### src/rtl/block_mem_arbiter_pkg.sv
// rtl/block_mem_arbiter_pkg.sv - shared widths and bus/tag types for the block memory arbiter
package block_mem_arbiter_pkg;

    localparam int BUS_WIDTH = 16;

    typedef struct packed {
        logic id;
        logic rw;
    } tag_t;

    typedef struct packed {
        logic [BUS_WIDTH-1:0] addr;
        logic [BUS_WIDTH-1:0] data;
        logic                 rw;
    } bus_req_t;

endpackage

### src/rtl/block_mem_arbiter_tag_fifo.sv
// rtl/block_mem_arbiter_tag_fifo.sv - in-order FIFO of outstanding transaction tags
module block_mem_arbiter_tag_fifo
    import block_mem_arbiter_pkg::*;
#(
    parameter int DEPTH = 8
) (
    input  logic clk,
    input  logic rst,
    input  logic push_i,
    input  tag_t push_tag_i,
    input  logic pop_i,
    output tag_t pop_tag_o,
    output logic full_o,
    output logic empty_o
);

    localparam int AW = $clog2(DEPTH);
    localparam logic [AW:0] FULL_CNT = (AW+1)'(DEPTH);

    tag_t          mem_q [DEPTH];
    logic [AW-1:0] wr_ptr_q;
    logic [AW-1:0] rd_ptr_q;
    logic [AW:0]   count_q;
    logic          do_push;
    logic          do_pop;

    assign full_o    = (count_q == FULL_CNT);
    assign empty_o   = (count_q == '0);
    assign do_push   = push_i & ~full_o;
    assign do_pop    = pop_i & ~empty_o;
    assign pop_tag_o = mem_q[rd_ptr_q];

    // Pointers are exactly AW bits so they wrap on their own.
    always_ff @(posedge clk or posedge rst) begin
        if (rst) begin
            wr_ptr_q <= '0;
            rd_ptr_q <= '0;
            count_q  <= '0;
        end else begin
            if (do_push) wr_ptr_q <= wr_ptr_q + 1'b1;
            if (do_pop)  rd_ptr_q <= rd_ptr_q + 1'b1;
            case ({do_push, do_pop})
                2'b10:   count_q <= count_q + 1'b1;
                2'b01:   count_q <= count_q - 1'b1;
                default: count_q <= count_q;
            endcase
        end
    end

    always_ff @(posedge clk) begin
        if (do_push) mem_q[wr_ptr_q] <= push_tag_i;
    end

endmodule

### src/rtl/block_mem_arbiter.sv
// rtl/block_mem_arbiter.sv - two-requester round-robin memory arbiter; BLOCK_MEM_ARBITER_STATS_EN adds grant counters
module block_mem_arbiter
    import block_mem_arbiter_pkg::*;
#(
    parameter int TAG_DEPTH = 8
) (
    input  logic                 clk,
    input  logic                 rst,
    input  logic [BUS_WIDTH-1:0] req0_addr,
    input  logic [BUS_WIDTH-1:0] req0_data,
    input  logic                 req0_rw,
    input  logic                 req0_valid,
    output logic                 req0_ready,
    output logic [BUS_WIDTH-1:0] rsp0_data,
    output logic                 rsp0_rw,
    output logic                 rsp0_valid,
    input  logic [BUS_WIDTH-1:0] req1_addr,
    input  logic [BUS_WIDTH-1:0] req1_data,
    input  logic                 req1_rw,
    input  logic                 req1_valid,
    output logic                 req1_ready,
    output logic [BUS_WIDTH-1:0] rsp1_data,
    output logic                 rsp1_rw,
    output logic                 rsp1_valid,
    output logic [BUS_WIDTH-1:0] mem_addr_o,
    output logic [BUS_WIDTH-1:0] mem_data_o,
    output logic                 mem_rw_o,
    output logic                 mem_valid_o,
    input  logic [BUS_WIDTH-1:0] mem_addr_i,
    input  logic [BUS_WIDTH-1:0] mem_data_i,
    input  logic                 mem_rw_i,
    input  logic                 mem_valid_i,
    output logic                 err_o
`ifdef BLOCK_MEM_ARBITER_STATS_EN
    ,
    input  logic                 stat_clr,
    output logic [15:0]          stat0_o,
    output logic [15:0]          stat1_o
`endif
);

    logic     full, empty, grant0, grant1, push, pop;
    logic     last_q, last_d;
    tag_t     push_tag, head_tag;
    bus_req_t mem_q, mem_d;
    logic     mem_valid_q;
    logic [BUS_WIDTH-1:0] rsp0_data_q, rsp1_data_q;
    logic     rsp0_rw_q, rsp1_rw_q, rsp0_valid_q, rsp1_valid_q;
    logic     err_q;
    logic     unused_mem_fields;

    // Responses are matched purely by order; returned address/rw are not checked.
    assign unused_mem_fields = ^{mem_addr_i, mem_rw_i};

    always_comb begin
        grant0   = req0_valid & ~full & (~req1_valid | last_q);
        grant1   = req1_valid & ~full & (~req0_valid | ~last_q);
        push     = grant0 | grant1;
        pop      = mem_valid_i & ~empty;
        push_tag = '{id: grant1, rw: (grant1 ? req1_rw : req0_rw)};
        last_d   = push ? grant1 : last_q;
        mem_d    = mem_q;
        if (grant1)      mem_d = '{addr: req1_addr, data: req1_data, rw: req1_rw};
        else if (grant0) mem_d = '{addr: req0_addr, data: req0_data, rw: req0_rw};
    end

    block_mem_arbiter_tag_fifo #(.DEPTH(TAG_DEPTH)) u_tag_fifo (
        .clk        (clk),
        .rst        (rst),
        .push_i     (push),
        .push_tag_i (push_tag),
        .pop_i      (pop),
        .pop_tag_o  (head_tag),
        .full_o     (full),
        .empty_o    (empty)
    );

    always_ff @(posedge clk or posedge rst) begin
        if (rst) begin
            last_q       <= 1'b1;
            mem_q        <= '0;
            mem_valid_q  <= 1'b0;
            rsp0_data_q  <= '0;
            rsp1_data_q  <= '0;
            rsp0_rw_q    <= 1'b0;
            rsp1_rw_q    <= 1'b0;
            rsp0_valid_q <= 1'b0;
            rsp1_valid_q <= 1'b0;
            err_q        <= 1'b0;
        end else begin
            last_q       <= last_d;
            mem_q        <= mem_d;
            mem_valid_q  <= push;
            rsp0_valid_q <= pop & ~head_tag.id;
            rsp1_valid_q <= pop & head_tag.id;
            if (pop & ~head_tag.id) begin
                rsp0_data_q <= mem_data_i;
                rsp0_rw_q   <= head_tag.rw;
            end
            if (pop & head_tag.id) begin
                rsp1_data_q <= mem_data_i;
                rsp1_rw_q   <= head_tag.rw;
            end
            if (mem_valid_i & empty) err_q <= 1'b1;
        end
    end

    assign req0_ready  = grant0;
    assign req1_ready  = grant1;
    assign mem_addr_o  = mem_q.addr;
    assign mem_data_o  = mem_q.data;
    assign mem_rw_o    = mem_q.rw;
    assign mem_valid_o = mem_valid_q;
    assign rsp0_data   = rsp0_data_q;
    assign rsp0_rw     = rsp0_rw_q;
    assign rsp0_valid  = rsp0_valid_q;
    assign rsp1_data   = rsp1_data_q;
    assign rsp1_rw     = rsp1_rw_q;
    assign rsp1_valid  = rsp1_valid_q;
    assign err_o       = err_q;

`ifdef BLOCK_MEM_ARBITER_STATS_EN
    logic [15:0] stat0_q, stat1_q;

    // Clear wins over a same-cycle grant.
    always_ff @(posedge clk or posedge rst) begin
        if (rst) begin
            stat0_q <= '0;
            stat1_q <= '0;
        end else if (stat_clr) begin
            stat0_q <= '0;
            stat1_q <= '0;
        end else begin
            if (grant0 && stat0_q != 16'hFFFF) stat0_q <= stat0_q + 16'd1;
            if (grant1 && stat1_q != 16'hFFFF) stat1_q <= stat1_q + 16'd1;
        end
    end

    assign stat0_o = stat0_q;
    assign stat1_o = stat1_q;
`endif

endmodule

### config.mk
export PLATFORM = sky130hd
export DESIGN_NAME = block_mem_arbiter
export DESIGN_NICKNAME = d
export VERILOG_FILES = /design/src/rtl/block_mem_arbiter_pkg.sv /design/src/rtl/block_mem_arbiter_tag_fifo.sv /design/src/rtl/block_mem_arbiter.sv
export SDC_FILE = /design/constraint.sdc
export NUM_CORES = 1
export LEC_CHECK = 0
export ABC_AREA = 1
export CORE_ASPECT_RATIO = 2
export CORE_MARGIN = 4
export CORE_UTILIZATION = 60
export CTS_BUF_LIST = sky130_fd_sc_hd__clkbuf_16
export CTS_CLUSTER_DIAMETER = 100
export DETAILED_ROUTE_END_ITERATION = 7
export DONT_BUFFER_PORTS = 1
export GPL_TIMING_DRIVEN = 0
export HOLD_SLACK_MARGIN = 0.02
export PLACE_DENSITY = 0.86
export SLEW_MARGIN = 20
export SYNTH_ARGS = -nofsm -noshare
export SYNTH_HDL_FRONTEND = slang
export SYNTH_HIERARCHICAL = 1
export SYNTH_SLANG_ARGS = --single-unit
### constraint.sdc
create_clock -name clk -period 3.57 [get_ports clk]
set_input_delay 0.714 -clock clk [delete_from_list [all_inputs] [get_ports clk]]
set_output_delay 0.714 -clock clk [all_outputs]
set_load 0.005 [all_outputs]
==> results of run 1 <==
report_power, final:
group	internal, W	switching [W]	leakage (nW)	total (W)
combinational	0.000473	0.000866	1.37	0.00134
sequential	0.00158	0.000361	1.12	0.00194
clock	0.000549	0.000428	0.145	0.000977
layout by cell type (no fill, tap or decap), types with 4 or more instances in the layout:
master     netlist  final
buf_2            9      9
buf_4            4      4
clkbuf_1         6      6
clkbuf_16        0      9
dfrtp_1         81     81
edfxtp_1        16     16
ha_1             5      5
inv_1           99     99
nand2_1        116    116
nand2_2          6      6
nand3_1         69     69
nor2_1          51     51
nor3_1           8      8
o21ai_0         56     56
xnor2_1          4      4
layer usage:
metal / global-route usage / wire, µm
met4: 0.127 / 337
met3: 0.0833 / 930
met5: 0 / 0
met2: 0.455 / 6240
met1: 0.236 / 3430
flip-flops by register name, summed over array words and instances (netlist names), 3 cells and up:
name                 cells
rsp1_data               16
rsp0_data               16
u_tag_fifo/rd_ptr_q      3
u_tag_fifo/mem_q        16
u_tag_fifo/wr_ptr_q      3
mem_data_o              16
mem_addr_o              16
u_tag_fifo/count_q       4
cell type report:
cell class	count	area [µm²]
Multi-Input combinational cell	328	1560
Sequential cell	98	2530
Clock buffer	9	225
Fill cell	591	2350
Clock inverter	7	77.6
Inverter	100	378
Tap cell	92	115
Buffer	22	124
Timing Repair Buffer	1	20.0
kinds of logic (layout without fill, tap and decap cells):
group,count (synthesis),in the layout,share of synthesized area
AND/OR/NAND/NOR,259,259,0.247
buffers and inverters,122,139,0.109
flip-flops,98,98,0.552
AO/OA/AOI/OAI,57,57,0.0627
adder cells (fa/ha/maj),6,6,0.0180
XOR/XNOR,6,6,0.0115
metrics by stage:
stage | area, µm² | power, W | utilization
3_5_place_dp | 4730 | 0.00330 | 0.641
2_1_floorplan | 4590 | 0.00288 | -
3_3_place_gp | 4700 | 0.00319 | 0.638
6_report | 5030 | 0.00426 | 0.682
5_1_grt | 5030 | 0.00459 | 0.682
4_1_cts | 5030 | 0.00428 | 0.682
final timing paths:
path                                    endpoint             startpoint  cells past startpoint  slack [ns]
setup reg to reg           u_tag_fifo/count_q[3]  u_tag_fifo/count_q[0]                     16        0.70
setup / recovery           u_tag_fifo/count_q[3]  u_tag_fifo/count_q[0]                     16        0.70
hold / removal             u_tag_fifo/count_q[0]                    rst                      1        0.24
max in group asynchronous           rsp1_data[5]                    rst                      2        2.78
hold reg to reg                            err_o                  err_o                      1        0.51
min in group clk                           err_o            mem_valid_i                      1        0.49
==> results_dict.tcl, run 1 <==
set metrics [dict create \
    dp_slack_ns 0.699 \
    drcViolationCount 0 \
    max_stage_delay_ns 0.44 \
    critPathTopFamily "simple AND/OR/NAND/NOR gates" \
    vdd_drop_max_mv 0.383 \
    hold_violations 0 \
    report.final.slew_viol_count 0 \
    worst_path_max_delay_cell "dfrtp_1" \
    nets 670 \
    cp_common_cell "nand2_1" \
    cts_sinks 98 \
    grt_overflow 0 \
    core_region_area_um2 7380 \
    gp_congestion 0.842 \
    vias_per_cell 5.48 \
    syn_nets 658 \
    hold_buffers 0 \
    synth_area_leader_cell "dfrtp_1" \
    antenna_found_initial 0 \
    worst-path-buf-inv 4 \
    post_cts_buffers 0 \
    insertion_delay_ns 0.35 \
    rsz0062_at_grt "false" \
    area_delta_synth_final_pct 9.60 \
    synth_seq_area_share 0.552 \
    synth_most_common_cell "nand2_1" \
    start_kind "flip-flop" \
    start_util 0.622 \
    cts_buffers 9 \
    drive_above_1_share 0.0850 \
    row_count 44 \
    cts_buffer_depth 2 \
    endpoint_kind "flip-flop" \
    max_freq_mhz 348 \
    p_leak_nw 2.64 \
    track_usage 0.247 \
    maxCapViolCount 0 \
    ctsRootBufferMaster "clkbuf_16" \
    layout.cells.non_filler 657 \
    drt_pre_antenna_iters 4 \
    fin_ws_ns 0.700 \
    syn_avg_cell_area_um2 8.37 \
    cts_max_level 3 \
    fin_crit_sh 0.804 \
    critPathRequiredTime_ns 3.81 \
    grt_max_degree 39 \
    synth_cells 548 \
    wl_um 10900 \
    path_cells "nor2_2, nand3_2, inv_1, inv_2, nand2_2, nand2_2, buf_4, nand2_4, buf_6, ha_1, ha_1, or2_2, nand2_1, nand2_1, nand3_1, nand2_1" \
    synth_seq_cells 98 \
    synthFlopType "dfrtp_1" \
    die_y_um 132 \
    hold_ws_ns 0.241 \
    grt_pass1_wl_um 18200 \
    setup_viol 0 \
    slew_headroom 0.652 \
    diodes 0 \
    synth_cell_type_count 27 \
    min_period_ns 2.87 \
    yosysWarnings 6 \
    worst-setup-path-type "flip-flop to flip-flop" \
    hold_path.class "input pin to asynchronous set/reset pin" \
    drt.antenna.violating_nets 0 \
    synth_edf_count 16 \
    netlist_top_cells_area "dfrtp_1 44%, edfxtp_1 10%, nand2_1 9.5%" \
    fin_skew_ns 0.00861 \
    die_area_um2 9200 \
    pin_count 177 \
    place.port_buffers 0 \
    cp.arrival_ns 3.11 \
    dpl.cell_count 641 \
    totalNegativeSetupSlack_ns 0 \
    path_clk_slew_ns 0.07 \
    drt_iter0_drc 207 \
    syn-cell-area_um2 4590 \
    grt_pass1_vias 3877 \
    wire_per_inst_um 16.6 \
    synth_common_cells "116 x nand2_1, 99 x inv_1, 81 x dfrtp_1" \
    vias 3600 \
    cts_tree "yes" \
    p_per_area_nw_per_um2 846 \
    dp_hpwl_um 8510 \
    synth.top_cell.area_share 0.442 \
    cts_resized 0 \
    tightest_slew_ns 0.521 \
    status "finished clean" \
    path_max_fanout 12 \
    fp.dieW_um 69.8 \
    async_reset_ff_frac 0.837 \
]
(Power assumes the default switching activity.)
==> inputs of run 2 (changes only) <==
CORE_UTILIZATION = 57   (was 60)
PLACE_DENSITY = 0.85   (was 0.86)
clock period = 2.6 ns   (was 3.57 ns; I/O delays follow)
==> run 2 against run 1 <==
Effect of this change: core utilization shrank 3.2 points; critical path depth fell by 1; routed wire length up 6.2%; clock power increased by 33%; die area grew 4.8%; clock-buffer cell count unchanged; critical path type unchanged.
==> results_dict.tcl, run 2 (synthesis gave the netlist of run 1 again) <==
set metrics [dict create \
    wl_met1_um 3620 \
    cts_sinks 98 \
    mostFrequentLayoutCells "115 x nand2_1, 96 x inv_1, 81 x dfrtp_1, 69 x nand3_1, 56 x o21ai_0" \
    nets 678 \
    fin_skew_ns 0.00623 \
    startpoint "u_tag_fifo/count_q[0]" \
    ctsRootBufferMaster "clkbuf_16" \
    min_period_ns 2.47 \
    vdd_drop_max_mv 0.630 \
    pin_count 177 \
    path_cells "nor2_2, nand3_2, inv_2, inv_2, nand2_4, nand2_8, nand2_4, buf_6, ha_4, ha_1, or2_2, nand2_1, nand2_1, nand3_1, nand2_1" \
    dr_wl_met3_um 930 \
    die_y_um 135 \
    worst-setup-path-type "flip-flop to flip-flop" \
    worst_path_max_delay_cell "dfrtp_1" \
    hold_buffers 0 \
    reg2reg_to "u_tag_fifo/count_q[3]" \
    p_leak_nw 2.68 \
    wl_met2_um 6750 \
    setup_viol 0 \
    final_area_um2 5130 \
    cts_tree "yes" \
    cts_max_level 3 \
    max_stage_delay_ns 0.41 \
    dp_hpwl_um 8840 \
    core_region_area_um2 7890 \
    report.final.slew_viol_count 0 \
    drt_pre_antenna_iters 7 \
    r2r_slack_ns 0.13 \
    maxCapViolCount 0 \
    row_count 46 \
    endpoint_kind "flip-flop" \
    fin_crit_sh 0.950 \
    regArea_um2 2530 \
    diodes 0 \
    hold_ws_ns 0.0582 \
    max_freq_mhz 405 \
    vias_per_cell 5.55 \
    cp_common_cell "nand2_1" \
    antenna_found_initial 0 \
    critPathTopFamily "simple AND/OR/NAND/NOR gates" \
    cts_buffers 9 \
    tightest_slew_ns 0.500 \
    multiInputGateArea_um2 1610 \
    grt_pass1_vias 3890 \
    place.port_buffers 0 \
    vias 3711 \
    dpl_cell_area_um2 4730 \
    grt_overflow 0 \
    cp.depth 15 \
    status "finished clean" \
    cts_buffer_depth 2 \
    drt_iter0_drc 203 \
    start_util 0.582 \
    wl_um 11600 \
    grt_max_degree 38 \
    r2r_start "u_tag_fifo/count_q[0]" \
    die_area_um2 9640 \
    final_core_util 0.650 \
    start_kind "flip-flop" \
    slew_headroom 0.667 \
    area_delta_synth_final_pct 11.7 \
    p_per_area_nw_per_um2 1160 \
    path_clk_slew_ns 0.07 \
    nFillCells 614 \
    drt.antenna.violating_nets 0 \
    r2r_cells 15 \
    path_max_fanout 10 \
    rsz0062_at_grt "false" \
    critPathRequiredTime_ns 2.82 \
    wire_per_inst_um 17.4 \
    insertion_delay_ns 0.34 \
    drive_above_1_share 0.106 \
    fp.dieW_um 71.4 \
    worst-path-buf-inv 3 \
    grt_pass1_wl_um 18000 \
    gp_congestion 0.850 \
    track_usage 0.240 \
    dr.max_layer_used "met4" \
    hold_path.class "input pin to asynchronous set/reset pin" \
    endpoint "u_tag_fifo/count_q[3]" \
    totalNegativeSetupSlack_ns 0 \
    cp.arrival_ns 2.69 \
    final_common_cell "nand2_1" \
    drcViolationCount 0 \
    hold_violations 0 \
]
-- run 2: worst min path at each step --
| stage | from | slack [ns] | end | cells after the start |
|---|---|---|---|---|
| after floorplan | rst | 0.36 | u_tag_fifo/count_q[0] | 1 |
| after global placement | rst | 0.41 | u_tag_fifo/rd_ptr_q[2] | 1 |
| after detailed placement | rst | 0.42 | u_tag_fifo/rd_ptr_q[1] | 1 |
| after CTS | rst | 0.05 | u_tag_fifo/wr_ptr_q[0] | 1 |
| after global routing | rst | 0.07 | u_tag_fifo/wr_ptr_q[0] | 1 |
| final | rst | 0.06 | u_tag_fifo/wr_ptr_q[0] | 1 |
-- run 2: per-layer routing --
metal | global-route usage | up-vias
met5 | 0 | -
met4 | 0.110 | 0
met3 | 0.0857 | 30
met2 | 0.454 | 191
met1 | 0.220 | 1753
li1 | - | 1737
-- run 2: stage by stage --
step | power, W | worst slack, ns | instances
detailed placement | 0.00455 | -0.229 | 645
CTS | 0.00592 | 0.0823 | 664
floorplan | 0.00395 | 0.103 | 548
global placement | 0.00437 | -0.438 | 644
finish | 0.00596 | 0.131 | 669
global route | 0.00636 | 0.0149 | 669
-- run 2: final cells by class --
type | count | share of cell area
Clock buffer | 9 | 0.0439
Buffer | 21 | 0.0227
Clock inverter | 7 | 0.0132
Sequential cell | 98 | 0.494
Timing Repair Buffer | 9 | 0.0156
Multi-Input combinational cell | 329 | 0.313
Inverter | 100 | 0.0737
Tap cell | 96 | 0.0234
-- run 2: repair_timing --
| item | in CTS | in global routing |
|---|---|---|
| gates resized for setup | 5 | 4 |
| cloned | 0 | 1 |
| setup buffers | 4 | 4 |
| setup endpoints to repair | 3 | 2 |
| pin swaps | 2 | 4 |
-- run 2: power breakdown --
group	switching, W	total [W]	leakage [nW]	internal [W]
logic	0.00127	0.00199	1.41	0.000720
clock network	0.000558	0.00130	0.149	0.000744
registers	0.000505	0.00267	1.12	0.00217
total	0.00233	0.00596	2.68	0.00363
